===== src/rtl/pc_seq_pkg.sv =====
// Shared types and helpers for the fetch-stage PC sequencer.
// Optional misalignment trap is enabled by defining PC_SEQ_MISALIGN_TRAP_EN.
package pc_seq_pkg;

    localparam int DEF_XLEN        = 32;
    localparam int DEF_INSTR_BYTES = 4;

    typedef enum logic [1:0] {
        BOOT = 2'd0,
        RUN  = 2'd1,
        HOLD = 2'd2
    } pc_seq_state_e;

    // Mask keeping the bits above the instruction granule; callers slice to XLEN.
    function automatic logic [63:0] align_mask(input int unsigned instr_bytes);
        logic [63:0] low_bits;
        low_bits = 64'(instr_bytes) - 64'd1;
        return ~low_bits;
    endfunction

endpackage


===== src/rtl/pc_sequencer_if.sv =====
// Fetch-side bundle of the PC sequencer: redirect requests, freeze and the PC handshake.
// Used by pc_sequencer (with or without PC_SEQ_MISALIGN_TRAP_EN).
interface pc_sequencer_if
    import pc_seq_pkg::*;
#(
    parameter int XLEN    = DEF_XLEN,
    parameter int NUM_SRC = 3
);
    logic                    hold;
    logic [NUM_SRC-1:0]      redirect_valid;
    logic [NUM_SRC*XLEN-1:0] redirect_target;
    logic                    pc_ready;
    logic [XLEN-1:0]         pc;
    logic                    pc_valid;
    logic                    flush;
    logic                    misalign;

    modport master (
        input  hold, redirect_valid, redirect_target, pc_ready,
        output pc, pc_valid, flush, misalign
    );

    modport slave (
        output hold, redirect_valid, redirect_target, pc_ready,
        input  pc, pc_valid, flush, misalign
    );
endinterface


===== src/rtl/pc_sequencer_redirect_arbiter.sv =====
// Fixed-priority selector: lowest requesting index wins, purely combinational.
// Independent of PC_SEQ_MISALIGN_TRAP_EN.
module redirect_arbiter
    import pc_seq_pkg::*;
#(
    parameter int NUM_SRC = 3,
    parameter int XLEN    = DEF_XLEN,
    parameter int IDX_W   = (NUM_SRC > 1) ? $clog2(NUM_SRC) : 1
) (
    input  logic [NUM_SRC-1:0]      req,
    input  logic [NUM_SRC*XLEN-1:0] target_flat,
    output logic [NUM_SRC-1:0]      grant,
    output logic [IDX_W-1:0]        idx,
    output logic                    any_valid,
    output logic [XLEN-1:0]         target
);

    // Scan from the lowest priority upward so the last hit is the winner.
    always_comb begin
        grant  = '0;
        idx    = '0;
        target = '0;
        for (int i = NUM_SRC - 1; i >= 0; i--) begin
            if (req[i]) begin
                grant    = '0;
                grant[i] = 1'b1;
                idx      = IDX_W'(i);
                target   = target_flat[i*XLEN +: XLEN];
            end
        end
    end

    assign any_valid = |req;

endmodule


===== src/rtl/pc_sequencer.sv =====
// Next-PC generator and PC register with prioritised redirects and a pending slot across freezes.
// Define PC_SEQ_MISALIGN_TRAP_EN to trap misaligned targets instead of clearing their low bits.
//
// state | meaning
// BOOT  | one cycle after reset, pc not yet presented, redirects ignored
// RUN   | pc presented, advances on pc_ready or jumps on a redirect
// HOLD  | pipeline frozen, pc not presented, best redirect kept in pending
module pc_sequencer
    import pc_seq_pkg::*;
#(
    parameter int              XLEN         = DEF_XLEN,
    parameter int              NUM_SRC      = 3,
    parameter int              INSTR_BYTES  = DEF_INSTR_BYTES,
    parameter logic [XLEN-1:0] RESET_VECTOR = '0,
    parameter logic [XLEN-1:0] TRAP_VECTOR  = XLEN'(32'h0000_0100)
) (
    input  logic            clk,
    input  logic            rst_n,
    pc_sequencer_if.master  sq
);

    localparam int              IDX_W      = (NUM_SRC > 1) ? $clog2(NUM_SRC) : 1;
    localparam logic [63:0]     MASK64     = align_mask(INSTR_BYTES);
    localparam logic [XLEN-1:0] ALIGN_MASK = MASK64[XLEN-1:0];

    pc_seq_state_e    state_q, state_d;
    logic [XLEN-1:0]  pc_q, pc_d;
    logic             pc_valid_q, pc_valid_d;
    logic             flush_q, flush_d;
    logic             misalign_q, misalign_d;
    logic             pend_valid_q, pend_valid_d;
    logic [IDX_W-1:0] pend_idx_q, pend_idx_d;
    logic [XLEN-1:0]  pend_tgt_q, pend_tgt_d;

    logic [NUM_SRC-1:0] live_grant;
    logic [IDX_W-1:0]   live_idx;
    logic               live_any;
    logic [XLEN-1:0]    live_tgt;

    redirect_arbiter #(
        .NUM_SRC (NUM_SRC),
        .XLEN    (XLEN),
        .IDX_W   (IDX_W)
    ) u_live_arb (
        .req         (sq.redirect_valid),
        .target_flat (sq.redirect_target),
        .grant       (live_grant),
        .idx         (live_idx),
        .any_valid   (live_any),
        .target      (live_tgt)
    );

    // Live beats pending on a lower or equal source index; this also decides capture into pending.
    logic sel_live;
    assign sel_live = live_any && (!pend_valid_q || (live_idx <= pend_idx_q));

    logic [1:0]      mrg_grant;
    logic            mrg_idx;
    logic            mrg_any;
    logic [XLEN-1:0] mrg_tgt;

    redirect_arbiter #(
        .NUM_SRC (2),
        .XLEN    (XLEN),
        .IDX_W   (1)
    ) u_merge_arb (
        .req         ({pend_valid_q, sel_live}),
        .target_flat ({pend_tgt_q, live_tgt}),
        .grant       (mrg_grant),
        .idx         (mrg_idx),
        .any_valid   (mrg_any),
        .target      (mrg_tgt)
    );

    logic [XLEN-1:0] apply_pc;
    logic            apply_mis;

`ifdef PC_SEQ_MISALIGN_TRAP_EN
    always_comb begin
        apply_pc  = mrg_tgt;
        apply_mis = 1'b0;
        if ((mrg_tgt & ~ALIGN_MASK) != '0) begin
            apply_pc  = TRAP_VECTOR;
            apply_mis = 1'b1;
        end
    end

    logic unused_arb;
    assign unused_arb = ^{live_grant, mrg_grant, mrg_idx};
`else
    assign apply_pc  = mrg_tgt & ALIGN_MASK;
    assign apply_mis = 1'b0;

    logic unused_arb;
    assign unused_arb = ^{live_grant, mrg_grant, mrg_idx, TRAP_VECTOR};
`endif

    always_comb begin
        state_d      = state_q;
        pc_d         = pc_q;
        pc_valid_d   = pc_valid_q;
        flush_d      = 1'b0;
        misalign_d   = 1'b0;
        pend_valid_d = pend_valid_q;
        pend_idx_d   = pend_idx_q;
        pend_tgt_d   = pend_tgt_q;

        unique case (state_q)
            BOOT: begin
                if (sq.hold) begin
                    state_d = HOLD;
                end else begin
                    state_d    = RUN;
                    pc_valid_d = 1'b1;
                end
            end

            RUN: begin
                if (sq.hold) begin
                    state_d    = HOLD;
                    pc_valid_d = 1'b0;
                    if (sel_live) begin
                        pend_valid_d = 1'b1;
                        pend_idx_d   = live_idx;
                        pend_tgt_d   = live_tgt;
                    end
                end else if (mrg_any) begin
                    pc_d       = apply_pc;
                    flush_d    = 1'b1;
                    misalign_d = apply_mis;
                end else if (sq.pc_ready) begin
                    pc_d = pc_q + XLEN'(INSTR_BYTES);
                end
            end

            HOLD: begin
                if (sq.hold) begin
                    if (sel_live) begin
                        pend_valid_d = 1'b1;
                        pend_idx_d   = live_idx;
                        pend_tgt_d   = live_tgt;
                    end
                end else begin
                    state_d      = RUN;
                    pc_valid_d   = 1'b1;
                    pend_valid_d = 1'b0;
                    if (mrg_any) begin
                        pc_d       = apply_pc;
                        flush_d    = 1'b1;
                        misalign_d = apply_mis;
                    end
                end
            end

            default: begin
                state_d      = BOOT;
                pc_valid_d   = 1'b0;
                pend_valid_d = 1'b0;
            end
        endcase
    end

    always_ff @(posedge clk) begin
        if (!rst_n) begin
            state_q      <= BOOT;
            pc_q         <= RESET_VECTOR;
            pc_valid_q   <= 1'b0;
            flush_q      <= 1'b0;
            misalign_q   <= 1'b0;
            pend_valid_q <= 1'b0;
            pend_idx_q   <= '0;
            pend_tgt_q   <= '0;
        end else begin
            state_q      <= state_d;
            pc_q         <= pc_d;
            pc_valid_q   <= pc_valid_d;
            flush_q      <= flush_d;
            misalign_q   <= misalign_d;
            pend_valid_q <= pend_valid_d;
            pend_idx_q   <= pend_idx_d;
            pend_tgt_q   <= pend_tgt_d;
        end
    end

    assign sq.pc       = pc_q;
    assign sq.pc_valid = pc_valid_q;
    assign sq.flush    = flush_q;
    assign sq.misalign = misalign_q;

endmodule


===== src/flat_wrapper.sv =====
// flat-port wrapper written by rule: the top's interface ports become plain ports
module pc_sequencer_flat import pc_seq_pkg::*;
#(
    parameter int              XLEN         = DEF_XLEN,
    parameter int              NUM_SRC      = 3,
    parameter int              INSTR_BYTES  = DEF_INSTR_BYTES,
    parameter logic [XLEN-1:0] RESET_VECTOR = '0,
    parameter logic [XLEN-1:0] TRAP_VECTOR  = XLEN'(32'h0000_0100)
)
  (clk, rst_n, sq_hold, sq_redirect_valid, sq_redirect_target, sq_pc_ready, sq_pc, sq_pc_valid, sq_flush, sq_misalign);
  pc_sequencer_if #(.XLEN(XLEN), .NUM_SRC(NUM_SRC)) sq_i ();
  input  logic clk;
  input  logic rst_n;
  input wire logic [$bits(sq_i.hold)-1:0] sq_hold;
  input wire logic [$bits(sq_i.redirect_valid)-1:0] sq_redirect_valid;
  input wire logic [$bits(sq_i.redirect_target)-1:0] sq_redirect_target;
  input wire logic [$bits(sq_i.pc_ready)-1:0] sq_pc_ready;
  output wire logic [$bits(sq_i.pc)-1:0] sq_pc;
  output wire logic [$bits(sq_i.pc_valid)-1:0] sq_pc_valid;
  output wire logic [$bits(sq_i.flush)-1:0] sq_flush;
  output wire logic [$bits(sq_i.misalign)-1:0] sq_misalign;
  assign sq_i.hold = sq_hold;
  assign sq_i.redirect_valid = sq_redirect_valid;
  assign sq_i.redirect_target = sq_redirect_target;
  assign sq_i.pc_ready = sq_pc_ready;
  assign sq_pc = sq_i.pc;
  assign sq_pc_valid = sq_i.pc_valid;
  assign sq_flush = sq_i.flush;
  assign sq_misalign = sq_i.misalign;
  pc_sequencer #(.XLEN(XLEN), .NUM_SRC(NUM_SRC), .INSTR_BYTES(INSTR_BYTES), .RESET_VECTOR(RESET_VECTOR), .TRAP_VECTOR(TRAP_VECTOR)) u_core (.clk(clk), .rst_n(rst_n), .sq(sq_i));
endmodule

===== config.mk =====
export PLATFORM = sky130hd
export DESIGN_NAME = pc_sequencer_flat
export DESIGN_NICKNAME = d
export VERILOG_FILES = /design/src/rtl/pc_seq_pkg.sv /design/src/rtl/pc_sequencer_if.sv /design/src/rtl/pc_sequencer_redirect_arbiter.sv /design/src/rtl/pc_sequencer.sv /design/src/flat_wrapper.sv
export SDC_FILE = /design/constraint.sdc
export NUM_CORES = 1
export LEC_CHECK = 0
export ABC_CLOCK_PERIOD_IN_PS = 4900
export CAP_MARGIN = 20
export CORE_MARGIN = 2
export CORE_UTILIZATION = 48
export CTS_BUF_LIST = sky130_fd_sc_hd__clkbuf_8
export DETAILED_ROUTE_END_ITERATION = 7
export GPL_TIMING_DRIVEN = 0
export MAX_ROUTING_LAYER = met4
export PLACE_DENSITY = 0.82
export SKIP_LAST_GASP = 1
export SLEW_MARGIN = 10
export SYNTH_ARGS = -nofsm -noshare
export SYNTH_HDL_FRONTEND = slang
export SYNTH_SLANG_ARGS = --single-unit

===== constraint.sdc =====
create_clock -name clk -period 4.9 [get_ports clk]
set_clock_uncertainty 0.15 [all_clocks]
set_input_delay 0.98 -clock clk [delete_from_list [all_inputs] [get_ports clk]]
set_output_delay 0.98 -clock clk [all_outputs]
set_load 0.005 [all_outputs]

==> summary.md <==
| Metric | Value |
|---|---|
| Status | finished, final reports clean |
| Die span in x | around 100 um |
| Reg2Reg Setup Slack | about 2000 ps |
| Cells after synthesis | roughly 590 |
| CP max stage delay | between 500 and 600 ps |
| Cell area after synthesis | roughly 0.0042 mm^2 |
| Area Growth Syn to Fin | 37.6% |
| Max stage delay cell, worst path | buf_1 |
| PostCTS Resize Cnt | 0 |
| Worst hold stages | 2 |
| Register area | between 0.001 and 0.0015 mm^2 |
| DR pass1 iterations | 5 |
| # setup viols final | 0 |
| Most common cell in the netlist | nand2_1 |
| Via/cell ratio | between 6 and 7 |
| Placed instance count | about 830 |
| TritonCTS clock tree | done |
| Core footprint | between 0.008 and 0.009 mm^2 |
| Clock sink count | 67 |
| Max_slew headroom | 0.348 |
| Antenna violations before repair | 0 |
| Share of the synthesized area in the top cell type | 0.317 |
| CP startpoint kind | primary input |
| Worst endpoint required time | 4990 ps |
| CTS Hold Bufs | 0 |
| Clock share of power | 0.222 |
| GR Overflow Total | 0 |
| First-pass GRT wire length | between 20 and 25 mm |
| Die area | 0.00957 mm^2 |
| Hpwl dp | roughly 12 mm |
| Wire per inst | just under 20 um |
| Post-Syn Area per Cell | about 7.2 um^2 |
| Worst slew pin tran | just under 1000 ps |
| Unrepaired setup endpoints after global routing | false |
| Final Max Tran Viols | 0 |
| Cell mode on critical path | clkbuf_1 |
| Overall Global Routing Usage | 0.337 |
| Final Hold Viols | 0 |
| Setup_tns | 0 ps |
| Combinational power share | 0.411 |
| Post-synth EDFFs | 0 |
| Yosys Warn Count | 0 |
| Port bufs | roughly 130 |
| Top cells by instance count after synthesis | nand2_1, dfxtp_1, a21oi_1 |
| WP buf/inv | 5 |
| Final nets | 838 |
| Longest Clk Path Bufs | 2 |
| Num ports | between 100 and 150 |
| Drt total wl | around 16 mm |
| P_int | 1290 uW |
| ANT nets after route | 0 |
| Setup Crit Path Kind | in2reg |
| Fillers | roughly 760 |
| Postcts setup bufs | 0 |
| Area of the multi-input gates | 0.00260 mm^2 |
| Maximum vdd drop | ~0.00028 V |
| CP Capture Type | flip-flop |
| Sw Ratio | 0.387 |
| Num CTS Buffers | 9 |
| Reg2reg start | u_core.sq.pc[3] |
| Final Non-Filler Cells | 842 |
| Seq pwr share | 0.367 |
| Die Y | ~98 um |
| Fin crit period | approximately 4400 ps |
| Main synth FF type | dfxtp_1 |
| Distinct cell type count after synthesis | 59 |
| HP Start | u_core.pend_tgt_q[21] |
| Initial DRC count | around 480 |
| Seq/Total Area, Yosys | 0.317 |
| Pwr dens | 361 mW/mm^2 |
| Pin count of the biggest net entering global routing | 12 |
| Row count | 34 |
| Total Power | about 2100 uW |
| Pleak | about 0.0020 uW |
| Hold crit path type | reg2reg |
| Number of global-route vias before repair | 4777 |
| Setup crit start | sq_redirect_valid[0] |
| CTS root buffer | clkbuf_8 |
| Drc violations | 0 |
| Post-synthesis register bit count | 67 |
| Async S/R FF share, synth | 0 |
| Max-Cap Viols | 0 |
| Worst-path fanout max | 10 |
| Final period utilization | 0.899 |
| Worst Path Arrival | approximately 4500 ps |
| Worst path cell trace | clkbuf_1 > clkbuf_1 > clkbuf_1 > nor3b_1 > ha_1 > nor2b_1 > o211ai_1 > nand2b_1 > clkbuf_1 > buf_1 > mux2i_1 > o41ai_1 > a32o_1 |
| Starting density of the core | 0.489 |
| F_max | approximately 0.23 GHz |
| N_diodes | 0 |
| Vias | about 5.2k |
| CTS H-Tree Depth | 3 |
| Critical path depth | 13 |
| Gp weighted congestion | roughly 0.99 |
| Clock Pin Slew Worst Setup and Hold Paths | about 80 ps |
| Ratio of cells with drive above 1 in the final layout | 0.0545 |
| Area leader, netlist | dfxtp_1 |
| Synth area leaders | dfxtp_1, nand2_1, a21oi_1 |
| Switching Power | roughly 810 uW |
| Clock latency on the worst-skew pair | approximately 330 ps |
| Worst r2r path cells | 7 |
| CP delay by family, top | buffers and inverters |
power groups by stage:
stage | Clock [uW] | Sequential (uW) | Combinational, uW
after floorplan | 0 | 759 | 467
after global placement | 0 | 772 | 822
after detailed placement | 0 | 779 | 837
after CTS | 463 | 767 | 841
after global routing | 484 | 785 | 939
final | 466 | 770 | 863
placed cells by master (no fill, tap or decap), types with 4 or more instances in the layout:
cell             synthesis  layout
o21ai_0                 48      48
clkdlybuf4s50_1          0     125
mux2i_1                 10      10
nor2b_1                  5       5
nand2_1                125     125
nor3_1                   7       7
ha_1                     6       6
a221oi_1                11      11
a21oi_1                 66      66
dfxtp_1                 67      67
a31oi_1                  9       9
a32o_1                   4       4
a222oi_1                 5       5
o22ai_1                  6       6
o211ai_1                 5       5
nand3_1                 19      19
and3_1                   9       9
a22oi_1                 20      20
a211oi_1                 5       5
nand4_1                  5       5
nor4_1                   7       7
and2_1                  10      10
or3_1                    5       5
clkbuf_1                35      35
or4_1                    4       4
buf_2                    6       6
clkbuf_8                 0      10
nor2_1                  23      23
inv_1                   16      17
buf_4                    6       6
state kept, by name, summed over array words and instances, names as in the netlist:
register	count
u_core.sq.pc_valid	1
u_core.state_q	2
u_core.pend_idx_q	2
u_core.pend_valid_q	1
u_core.sq.flush	1
u_core.pend_tgt_q	30
u_core.sq.pc	30
stage by stage:
stage	hold slack [ps]	util	worst slack, ps	cell area [um^2]
after floorplan	282	-	1110	4230
after global placement	287	0.651	292	5620
after detailed placement	294	0.651	230	5620
after CTS	303	0.673	560	5810
after global routing	326	0.673	224	5810
final	301	0.673	495	5810
metal layers:
metal / part of all wire / GRT usage
met1: 0.42 / 0.448
met2: 0.46 / 0.530
met3: 0.094 / 0.0451
met4: 0.021 / 0.112
met5: 0 / -
worst paths after layout:
path | endpoint
max | u_core.sq.pc[16]
min | u_core.pend_tgt_q[21]
max reg2reg | u_core.sq.pc[18]
min reg2reg | u_core.pend_tgt_q[21]
tightest hold or removal path: cells and delay by family, from the launching register on:
kind | cells | cell delay (ps)
flip-flops | 1 | 310
AND/OR/NAND/NOR | 1 | 50
AO/OA/AOI/OAI | 1 | 50
cell families after synthesis:
logic type / count (synthesis) / synth area share
and+or+nand+nor: 235 / 0.263
AOI/OAI and AO/OA: 203 / 0.304
buffers and inverters: 67 / 0.0684
DFF: 67 / 0.317
muxes: 12 / 0.0290
adders and majority gates: 6 / 0.0178
other: 1 / 0.000887
layout make-up:
class                           instances  share of cell area
Multi-Input combinational cell        459               0.448
Sequential cell                        67               0.231
Timing Repair Buffer                  125               0.215
Buffer                                 51              0.0394
Clock buffer                           10              0.0237
Tap cell                              108              0.0232
Inverter                               16              0.0103
Clock inverter                          6             0.00968
(Power assumes the default switching activity.)
